### src/rtl/uart_pkg.sv
// Shared state encoding, register offsets and STATUS layout for the MMIO UART transmitter.
// Defining UART_TX_PARITY_EN adds an even-parity bit and the PARITY state to every frame.
package uart_pkg;

    typedef enum logic [2:0] {
        ST_IDLE   = 3'd0,
        ST_START  = 3'd1,
        ST_DATA   = 3'd2,
`ifdef UART_TX_PARITY_EN
        ST_PARITY = 3'd3,
`endif
        ST_STOP   = 3'd4
    } txState_t;

    localparam logic [9:0] TXDATA_OFS = 10'd0;
    localparam logic [9:0] STATUS_OFS = 10'd1;

    localparam int STAT_BUSY   = 0;
    localparam int STAT_FULL   = 1;
    localparam int STAT_EMPTY  = 2;
    localparam int STAT_OVF    = 3;
    localparam int STAT_CNT_LO = 4;
    localparam int STAT_CNT_HI = 8;

    localparam int DATA_BITS = 8;
`ifdef UART_TX_PARITY_EN
    localparam int FRAME_BITS = DATA_BITS + 3;
`else
    localparam int FRAME_BITS = DATA_BITS + 2;
`endif

endpackage

### src/rtl/uart_fifo.sv
// Transmit byte FIFO; a push into a full FIFO is accepted only when a pop frees a slot at the same edge.
module uart_fifo #(
    parameter int DEPTH = 8,
    parameter int WIDTH = 8
) (
    input  logic                     clk_i,
    input  logic                     reset_i,
    input  logic                     push_i,
    input  logic                     pop_i,
    input  logic [WIDTH-1:0]         wdata_i,
    output logic [WIDTH-1:0]         rdata_o,
    output logic                     full_o,
    output logic                     empty_o,
    output logic [$clog2(DEPTH):0]   count_o
);

    localparam int PW = $clog2(DEPTH);

    logic [WIDTH-1:0] mem_q [DEPTH];
    logic [PW-1:0]    wrPtr_q, wrPtr_d;
    logic [PW-1:0]    rdPtr_q, rdPtr_d;
    logic [PW:0]      count_q, count_d;
    logic             doPush;
    logic             doPop;

    assign empty_o = (count_q == '0);
    assign full_o  = (count_q == (PW+1)'(DEPTH));
    assign count_o = count_q;
    assign rdata_o = mem_q[rdPtr_q];

    assign doPop  = pop_i && !empty_o;
    assign doPush = push_i && (!full_o || doPop);

    // Pointers are exactly log2(DEPTH) bits wide, so they wrap modulo DEPTH on their own.
    always_comb begin
        wrPtr_d = doPush ? wrPtr_q + PW'(1) : wrPtr_q;
        rdPtr_d = doPop  ? rdPtr_q + PW'(1) : rdPtr_q;
        count_d = count_q;
        if (doPush && !doPop) begin
            count_d = count_q + (PW+1)'(1);
        end else if (doPop && !doPush) begin
            count_d = count_q - (PW+1)'(1);
        end
    end

    always_ff @(posedge clk_i) begin
        if (reset_i) begin
            wrPtr_q <= '0;
            rdPtr_q <= '0;
            count_q <= '0;
        end else begin
            wrPtr_q <= wrPtr_d;
            rdPtr_q <= rdPtr_d;
            count_q <= count_d;
        end
    end

    always_ff @(posedge clk_i) begin
        if (doPush) begin
            mem_q[wrPtr_q] <= wdata_i;
        end
    end

endmodule

### src/rtl/uart_tx_mmio.sv
// Memory-mapped UART transmitter: TXDATA/STATUS registers, byte FIFO, baud counter and frame FSM.
// Build with UART_TX_PARITY_EN defined to append an even-parity bit after the data bits.
module uart_tx_mmio
    import uart_pkg::*;
#(
    parameter int         CLK_DIV    = 434,
    parameter int         FIFO_DEPTH = 8,
    parameter logic [9:0] BASE_ADDR  = 10'h3F0
) (
    input  logic        CLK,
    input  logic        RESET,
    input  logic [9:0]  ADDRESS,
    input  logic [31:0] DATA_IN,
    input  logic        WRITE,
    input  logic        READ,
    output logic [31:0] DATA_OUT,
    output logic        TX,
    output logic        IRQ
);

    localparam logic [9:0]  TXDATA_ADDR = BASE_ADDR + TXDATA_OFS;
    localparam logic [9:0]  STATUS_ADDR = BASE_ADDR + STATUS_OFS;
    localparam logic [15:0] BAUD_RELOAD = 16'(CLK_DIV - 1);
    localparam logic [2:0]  LAST_BIT    = 3'(DATA_BITS - 1);

    txState_t    state_q, state_d;
    logic [15:0] baudCnt_q, baudCnt_d;
    logic [2:0]  bitIdx_q, bitIdx_d;
    logic [7:0]  shift_q, shift_d;
`ifdef UART_TX_PARITY_EN
    logic        parity_q, parity_d;
`endif
    logic        overflow_q, overflow_d;
    logic [31:0] dataOut_q, dataOut_d;

    logic                          fifoPush;
    logic                          fifoPop;
    logic                          fifoFull;
    logic                          fifoEmpty;
    logic [$clog2(FIFO_DEPTH):0]   fifoCount;
    logic [7:0]                    fifoData;

    logic        bitDone;
    logic        loadFrame;
    logic        busy;
    logic        statusRead;
    logic        txdataRead;
    logic        dropped;
    logic [31:0] statusWord;
    logic        unusedDataBits;

    assign unusedDataBits = ^DATA_IN[31:8];

    assign fifoPush   = WRITE && (ADDRESS == TXDATA_ADDR);
    assign statusRead = READ && (ADDRESS == STATUS_ADDR);
    assign txdataRead = READ && (ADDRESS == TXDATA_ADDR);
    assign dropped    = fifoPush && fifoFull && !fifoPop;
    assign bitDone    = (baudCnt_q == 16'd0);

    uart_fifo #(
        .DEPTH (FIFO_DEPTH),
        .WIDTH (8)
    ) uFifo (
        .clk_i   (CLK),
        .reset_i (RESET),
        .push_i  (fifoPush),
        .pop_i   (fifoPop),
        .wdata_i (DATA_IN[7:0]),
        .rdata_o (fifoData),
        .full_o  (fifoFull),
        .empty_o (fifoEmpty),
        .count_o (fifoCount)
    );

    always_ff @(posedge CLK) begin
        if (RESET) begin
            state_q    <= ST_IDLE;
            baudCnt_q  <= '0;
            bitIdx_q   <= '0;
            shift_q    <= '0;
`ifdef UART_TX_PARITY_EN
            parity_q   <= 1'b0;
`endif
            overflow_q <= 1'b0;
            dataOut_q  <= '0;
        end else begin
            state_q    <= state_d;
            baudCnt_q  <= baudCnt_d;
            bitIdx_q   <= bitIdx_d;
            shift_q    <= shift_d;
`ifdef UART_TX_PARITY_EN
            parity_q   <= parity_d;
`endif
            overflow_q <= overflow_d;
            dataOut_q  <= dataOut_d;
        end
    end

    // Every bit, including the stop bit, ends when the down-counter reaches zero; a frame
    // that ends with bytes still queued reloads straight into START for gap-free output.
    always_comb begin
        state_d   = state_q;
        baudCnt_d = bitDone ? BAUD_RELOAD : baudCnt_q - 16'd1;
        bitIdx_d  = bitIdx_q;
        shift_d   = shift_q;
`ifdef UART_TX_PARITY_EN
        parity_d  = parity_q;
`endif
        loadFrame = 1'b0;
        fifoPop   = 1'b0;

        case (state_q)
            ST_IDLE: begin
                baudCnt_d = baudCnt_q;
                loadFrame = !fifoEmpty;
            end
            ST_START: begin
                if (bitDone) begin
                    state_d  = ST_DATA;
                    bitIdx_d = '0;
                end
            end
            ST_DATA: begin
                if (bitDone) begin
                    shift_d = {1'b0, shift_q[7:1]};
                    if (bitIdx_q == LAST_BIT) begin
`ifdef UART_TX_PARITY_EN
                        state_d = ST_PARITY;
`else
                        state_d = ST_STOP;
`endif
                    end else begin
                        bitIdx_d = bitIdx_q + 3'd1;
                    end
                end
            end
`ifdef UART_TX_PARITY_EN
            ST_PARITY: begin
                if (bitDone) begin
                    state_d = ST_STOP;
                end
            end
`endif
            ST_STOP: begin
                if (bitDone) begin
                    state_d   = ST_IDLE;
                    loadFrame = !fifoEmpty;
                end
            end
            default: begin
                state_d = ST_IDLE;
            end
        endcase

        if (loadFrame) begin
            fifoPop   = 1'b1;
            state_d   = ST_START;
            baudCnt_d = BAUD_RELOAD;
            bitIdx_d  = '0;
            shift_d   = fifoData;
`ifdef UART_TX_PARITY_EN
            parity_d  = ^fifoData;
`endif
        end
    end

    always_comb begin
        TX   = 1'b1;
        busy = 1'b1;
        case (state_q)
            ST_IDLE:   busy = 1'b0;
            ST_START:  TX   = 1'b0;
            ST_DATA:   TX   = shift_q[0];
`ifdef UART_TX_PARITY_EN
            ST_PARITY: TX   = parity_q;
`endif
            default:   TX   = 1'b1;
        endcase
    end

    assign IRQ = fifoEmpty && !busy;

    always_comb begin
        statusWord                           = '0;
        statusWord[STAT_BUSY]                = busy;
        statusWord[STAT_FULL]                = fifoFull;
        statusWord[STAT_EMPTY]               = fifoEmpty;
        statusWord[STAT_OVF]                 = overflow_q;
        statusWord[STAT_CNT_HI:STAT_CNT_LO]  = 5'(fifoCount);
    end

    // A drop at the same edge as a STATUS read re-arms the flag so that event is not lost.
    always_comb begin
        overflow_d = overflow_q;
        if (dropped) begin
            overflow_d = 1'b1;
        end else if (statusRead) begin
            overflow_d = 1'b0;
        end

        dataOut_d = dataOut_q;
        if (statusRead) begin
            dataOut_d = statusWord;
        end else if (txdataRead) begin
            dataOut_d = '0;
        end
    end

    assign DATA_OUT = dataOut_q;

endmodule
### config.mk
export PLATFORM = sky130hd
export DESIGN_NAME = uart_tx_mmio
export DESIGN_NICKNAME = d
export VERILOG_FILES = /design/src/rtl/uart_pkg.sv /design/src/rtl/uart_fifo.sv /design/src/rtl/uart_tx_mmio.sv
export SDC_FILE = /design/constraint.sdc
export NUM_CORES = 1
export LEC_CHECK = 0
export CAP_MARGIN = 40
export CORE_MARGIN = 4
export CORE_UTILIZATION = 60
export CTS_BUF_LIST = sky130_fd_sc_hd__clkbuf_4
export CTS_CLUSTER_SIZE = 16
export DETAILED_ROUTE_END_ITERATION = 10
export GPL_TIMING_DRIVEN = 0
export PLACE_DENSITY = 0.84
export SYNTH_ARGS = -nofsm -noshare
export SYNTH_HDL_FRONTEND = slang
export SYNTH_SLANG_ARGS = --single-unit
### constraint.sdc
create_clock -name CLK -period 9.34 [get_ports CLK]
set_clock_uncertainty 0.1 [all_clocks]
set_input_delay 2.802 -clock CLK [delete_from_list [all_inputs] [get_ports CLK]]
set_output_delay 2.802 -clock CLK [all_outputs]
set_load 0.1 [all_outputs]
==> results.md, run 1 <==
* Port buffer count at 29
* Largest family of logic cells by synthesized area: simple AND/OR/NAND/NOR gates
* Initial antenna violation count at 0
* Worst-Margin Slew at 0.9610 ns
* Final period utilization at 63.31%
* Hold Path Class: reg2reg
* M2 GR Usage at 39.55%
* DRT Pass-1 Iters at 5
* EDFF count, synth at 64
* Post-synth top flop: edfxtp_1
* Net Sw Power at between 0.6 and 0.7 mW
* Most frequent cell after synthesis: edfxtp_1
* Sequential power share at 39.2%
* Clk root buf: clkbuf_4
* Synth Warn # at 0
* Max IR drop VDD at 0.0001432 V
* Global-route usage over all layers at 22.88%
* Post-route setup TNS at 0 ns
* Worst Reg-to-Reg Cells at 12
* Dpl cell area at 5853 um^2
* Compound-cell area share of the yosys netlist at 8.230%
* Remaining DRCs at 0
* Avg Cell Area, Syn at roughly 12 um^2
* Tot Pwr at roughly 1.7 mW
* Max Fanout on Critical Path at 6
* MaxCap Viol Count at 0
* Synth Area in Adders at 2.589%
* Largest net degree at the start of global routing at 17
* Clock slew at reported path FFs at 0.12 ns
* TritonCTS Sinks at 116
* Total CTS buffers at 17
* RSZ-0062 raised after global routing: no
* XOR/XNOR share of the synthesized area at under 10%
* Vias at 3658
* Clk_lat worst skew at 0.52 ns
* Hold Vio Cnt, Final at 0
* Setup CP Type: reg2out
* Mapped cell area at between 5000 and 6000 um^2
* Chip Height at 100.4 um
* Fin. max-slew vios at 0
* Synth Area in Simple Gates at 15.21%
* Final wirelength at 10.70 mm
* CTS tree: yes
* Met3 usage at 5.420%
* Design area at 6151 um^2
* Filler cells at between 500 and 600
* Post-cts sizing count at 0
* Post-synth cell types at 47
* Multiplexer share of the synthesized area at 8.010%
* Nature of the critical path startpoint: flip-flop
* Initial Utilization at 62.05%
* Register area share after synthesis at 57.83%
* Synth area leaders: edfxtp_1 (38%), dfxtp_1 (20%), mux4_2 (7.0%), buf_4 (3.7%), a21oi_1 (2.8%)
* Arrival time at the worst endpoint at 3.01 ns
* Top Usage Layer GRT: met2
* Async set-reset flop share out of synthesis at 0%
* Power Internal at between 1 and 1.5 mW
* Final nets at 566
* Pwr/cell area at 269.6 nW/um^2
* Leak at between 2 and 2.5 nW
* Synthesis-to-layout area growth at 20.05%
* Outcome: completed
* CP Data Required Time at ~6.4 ns
* Hold buffer count at CTS at 0
* First-pass GRT wire length at roughly 18 mm
* Die X at ~100 um
* Antenna Violating Nets Remaining at 0
* Final Critical Period at roughly 6 ns
* Clock tree buffer depth at 2
* Vias in the first global route at roughly 3600
* Core area at slightly above 8000 um^2
* Row count at 33
* DRT iter0 DRCs at 236
* # IOs at 80
* Sw Share at between 30 and 40%
* Via density at 5.825
* Placer congestion estimate at 0.8731
* H-tree depth at 4
* Comb pwr share at 38.0%
* Hold path cells at 2
* Synth area leader: edfxtp_1
* Post-Synthesis Cells at 422
* N_diodes at 0
* Fmax at 0.1691 GHz
* Clock power share at between 20% and 30%
* Die ar. at around 10000 um^2
* Flops & latches, synth at 116
* # setup viols final at 0
* Commonest cells post-synth: edfxtp_1 (64), dfxtp_1 (52), nand2_1 (34)
* CP Capture Type: output port
* Overflow after GRT at 0
* Post-layout util at 74.48%
* # Post-CTS Setup Buffers at 0
* Top-area cell type share of the netlist area at between 30% and 40%
* Max-Slew Margin vs Limit at ~35%
* Avg WL per Cell at 17.04 um
* Share of cells above drive strength 1 at 22.37%
* Worst hold slack at around 0.36 ns
* Dpl hpwl at 7.496 mm
* GR Layer Usage met1 at between 20% and 30%
==> cell families after synthesis <==
kind of cell / Yosys count
simple gates: 146
flops: 116
compound gates: 63
buf+inv: 53
mux: 21
xor+xnor: 12
fa+ha+maj: 10
other cells: 1
==> layout by cell type (no fill, tap or decap), types with 7 or more instances in the layout <==
master / n
buf_2: 7
nor2b_1: 8
a311oi_1: 9
buf_4: 30
ha_1: 9
nand2_1: 34
dfxtp_1: 52
clkbuf_4: 17
buf_8: 10
edfxtp_1: 64
nor3_1: 9
o21ai_0: 8
nor2_1: 31
mux4_2: 16
or3_1: 7
clkbuf_1: 12
conb_1: 24
inv_1: 9
a211oi_1: 9
clkdlybuf4s50_1: 29
nand3_1: 16
a21oi_1: 29
xor2_1: 9
==> metal layers <==
layer | wire (um) | share of wire (%)
met3 | 757 | 7.1
met5 | 0 | 0
met2 | 5403 | 50
met1 | 4298 | 40
met4 | 244 | 2.3
==> power by group through the flow <==
stage                     registers [mW]  clock network (mW)  logic [mW]
after floorplan                    0.643                   0       0.481
after global placement             0.652                   0       0.580
after detailed placement           0.657                   0       0.621
after CTS                          0.647               0.381       0.628
after global routing               0.656               0.406       0.686
final                              0.650               0.378       0.631
==> state kept, by name, indices dropped and copies added, names as in the netlist, named ones only <==
| register | count |
|---|---|
| uFifo.mem_q | 64 |
| state_q | 3 |
| DATA_OUT | 8 |
| uFifo.count_o | 4 |
| shift_q | 8 |
| overflow_q | 1 |
| baudCnt_q | 16 |
| bitIdx_q | 3 |
| uFifo.rdPtr_q | 3 |
| uFifo.wrPtr_q | 3 |
==> worst max-delay path, stage by stage (launching register included) <==
cell and delay (ns):
dfxtp_1 0.41, nor4_1 0.85, nand2_1 0.40, inv_1 0.12, clkdlybuf4s50_1 0.52, buf_8 0.20
==> final cells by class <==
class                      count  area (um^2)  area share, %
timing repair buffer          46        488.0          7.933
clock inverter                15        170.2          2.766
buffer                        44        274.0          4.455
multi-input combinational    276         1963          31.92
clock buffer                  17        127.6          2.075
sequential                   116         2963          48.17
tap                          105        131.4          2.136
inverter                       9        33.78         0.5492
==> path summary, 6_finish.rpt <==
check	startpoint	end	slack (ns)
setup reg to reg	uFifo.count_o[0]$_SDFFE_PP0P_	uFifo.count_o[3]$_SDFFE_PP0P_	5.76
setup / recovery	uFifo.count_o[0]$_SDFFE_PP0P_	IRQ	3.43
hold reg to reg	DATA_OUT[1]$_SDFFE_PP0P_	DATA_OUT[1]$_SDFFE_PP0P_	0.36
hold / removal	DATA_OUT[1]$_SDFFE_PP0P_	DATA_OUT[1]$_SDFFE_PP0P_	0.36
==> per-stage QoR <==
stage	setup WS (ns)	cells
3_3_place_gp	3.098	579
5_1_grt	3.253	628
3_5_place_dp	3.665	596
6_report	3.427	628
2_1_floorplan	3.635	445
4_1_cts	3.423	628
No activity file was read; power rests on OpenSTA's default activity.
==> run 2, diff against run 1 <==
- CORE_UTILIZATION: 60 -> 50
- PLACE_DENSITY: 0.84 -> 0.74
- clock period: 9.34 -> 5.2 ns (I/O delays scaled with it)
==> run 2 against run 1 <==
Effect of this change:
- first-iteration DRC count decreased by 35%
- via count decreased by 4.8%
- wire length decreased by 8.2%
- global-route usage decreased by 4.7 points
- setup slack got worse by 2.9 ns
- total power increased by 75%
- count of clock-buffer cells in the layout increased by 3
- register-to-register slack got worse by 4.2 ns
- sequential share of layout area decreased by 0.069 points
- die area increased by 18%
- largest power group unchanged
- non-clock buffer count unchanged
==> results.md, run 2 (synthesis results as in run 1) <==
* Final nets at 566
* Post-route setup TNS at 0 ns
* DRT Pass-1 Iters at 6
* N_diodes at 0
* Largest net degree at the start of global routing at 17
* Setup CP Type: reg2out
* Nature of the critical path startpoint: flip-flop
* Final period utilization at 89.27%
* Largest register FFs at 64
* Hold Path Class: reg2reg
* Core area at 9864 um^2
* Post-layout util at a little over three fifths
* Antenna Violating Nets Remaining at 0
* Comb pwr share at 38.8%
* Placer congestion estimate at 0.7632
* Filler cells at about 760
* Fin. max-slew vios at 0
* Total CTS buffers at 17
* Tot Pwr at 2.901 mW
* Synthesis-to-layout area growth at 20.22%
* R2R setup slack at 1.58 ns
* Max Fanout on Critical Path at 6
* # IOs at 80
* Top reg by flops: uFifo.mem_q
* Max IR drop VDD at 0.0004281 V
* Remaining DRCs at 0
* Hold Vio Cnt, Final at 0
* Fmax at 0.2154 GHz
* Inst Count DP at 624
* H-tree depth at 4
* Hold buffer count at CTS at 0
* Net Sw Power at 1.088 mW
* Chip Height at 109.2 um
* Row count at 36
* # Post-CTS Setup Buffers at 0
* MaxCap Viol Count at 0
* Worst setup margin at 0.5582 ns
* DP Worst Slack at 0.7261 ns
* Dpl cell area at 5898 um^2
* CP Capture Type: output port
* TritonCTS Sinks at roughly 120
* Worst-Margin Slew at 0.9840 ns
* Leak at 2.190 nW
* Share of cells above drive strength 1 at 21.88%
* # setup viols final at 0
* Power Internal at 1.813 mW
* Sw Share at 37.50%
* Most frequent cells in the layout: edfxtp_1 (64), dfxtp_1 (52), nand2_1 (34), nor2_1 (31), buf_4 (31)
* Clk root buf: clkbuf_4
* Reg2reg end: uFifo.count_o[3]$_SDFFE_PP0P_
* Die ar. at 11930 um^2
* Outcome: completed
* Clock power share at 21.2%
* Vias in the first global route at 3454
* Hold path endpoint: DATA_OUT[1]$_SDFFE_PP0P_
* Clk_lat worst skew at roughly 0.50 ns
* Global-route usage over all layers at 18.20%
* Max-Slew Margin vs Limit at 33.80%
* HP Start: DATA_OUT[1]$_SDFFE_PP0P_
* Overflow after GRT at 0
* RR Startpoint: uFifo.count_o[0]$_SDFFE_PP0P_
* Via density at 5.326
* DRT iter0 DRCs at 154
* Sequential power share at ~40%
* Clock slew at reported path FFs at around 0.11 ns
* Pwr/cell area at 470.9 nW/um^2
* CP Data Required Time at 3.54 ns
* Arrival time at the worst endpoint at approximately 3.0 ns
* Commonest non-fill, non-tap cell in the layout: edfxtp_1
* Port buffer count at 29
* CTS tree: yes
* Worst hold slack at 0.3572 ns
* Final Critical Period at 4.642 ns
* Initial antenna violation count at 0
* Final wirelength at 9.823 mm
* Top flop regs: uFifo.mem_q (64), baudCnt_q (16)
* Die X at 109.2 um
* Hold path cells at 2
* Final Non-Filler Cells at 654
* Initial Utilization at 51.94%
* Worst Reg-to-Reg Cells at 12
* Dpl hpwl at 7.198 mm
* Vias at 3483
* Design area at ~6200 um^2
* Avg WL per Cell at 15.02 um
* RSZ-0062 raised after global routing: no
* First-pass GRT wire length at about 17 mm
* Post-cts sizing count at 0
* Clock tree buffer depth at 2
[run 2: changes by cell type in the layout (fill, tap and decap cells not counted), moves of 2 or more]
| cell | before | now |
|---|---|---|
| clkbuf_4 | 17 | 20 |
| clkinv_2 | 1 | 4 |
| clkinv_4 | 3 | 1 |
| inv_6 | 6 | 0 |
[run 2: worst max-delay path by stage]
stage,from,to,slack (ns),depth (start not counted)
after floorplan,state_q[0]$_SDFFE_PP0P_,TX,0.74,4
after global placement,ADDRESS[1],uFifo.mem_q[2][1]$_DFFE_PP_,0.20,5
after global routing,uFifo.count_o[0]$_SDFFE_PP0P_,IRQ,0.39,5
after CTS,uFifo.count_o[0]$_SDFFE_PP0P_,IRQ,0.57,5
after detailed placement,ADDRESS[1],uFifo.count_o[3]$_SDFFE_PP0P_,0.73,13
final,uFifo.count_o[0]$_SDFFE_PP0P_,IRQ,0.56,5
[run 2: worst max-delay path, stage by stage (launching register included)]
cell,delay (ns)
dfxtp_1,0.40
nor4_1,0.86
nand2_1,0.35
inv_1,0.12
clkdlybuf4s50_1,0.52
buf_8,0.20
[run 2: per-layer routing]
metal  global-route usage [%]  vias up  wire length, um
met2                    30.39       94             4922
met3                    5.980       17              567
met4                    4.987        0              131
li1                         -     1699                -
met5                        0        -                0
met1                    22.78     1673             4203
[run 2: final cells by class]
| cell class | count | area, um^2 | share of cell area [%] |
|---|---|---|---|
| plain buffers | 44 | 274.0 | 4.449 |
| clock buffers | 20 | 150.1 | 2.438 |
| clock inverters | 10 | 111.4 | 1.808 |
| inverters | 9 | 33.78 | 0.5484 |
| multi-input cells | 276 | 1958 | 31.79 |
| flip-flops and latches | 116 | 2963 | 48.10 |
| well taps | 133 | 166.4 | 2.702 |
| repair buffers | 46 | 503.0 | 8.166 |
[run 2: power groups by stage]
stage	clock [mW]	combinational, mW	sequential (mW)
2_1_floorplan	0	0.864	1.15
3_3_place_gp	0	1.05	1.17
3_5_place_dp	0	1.12	1.18
4_1_cts	0.628	1.13	1.16
5_1_grt	0.673	1.24	1.18
6_report	0.615	1.13	1.16
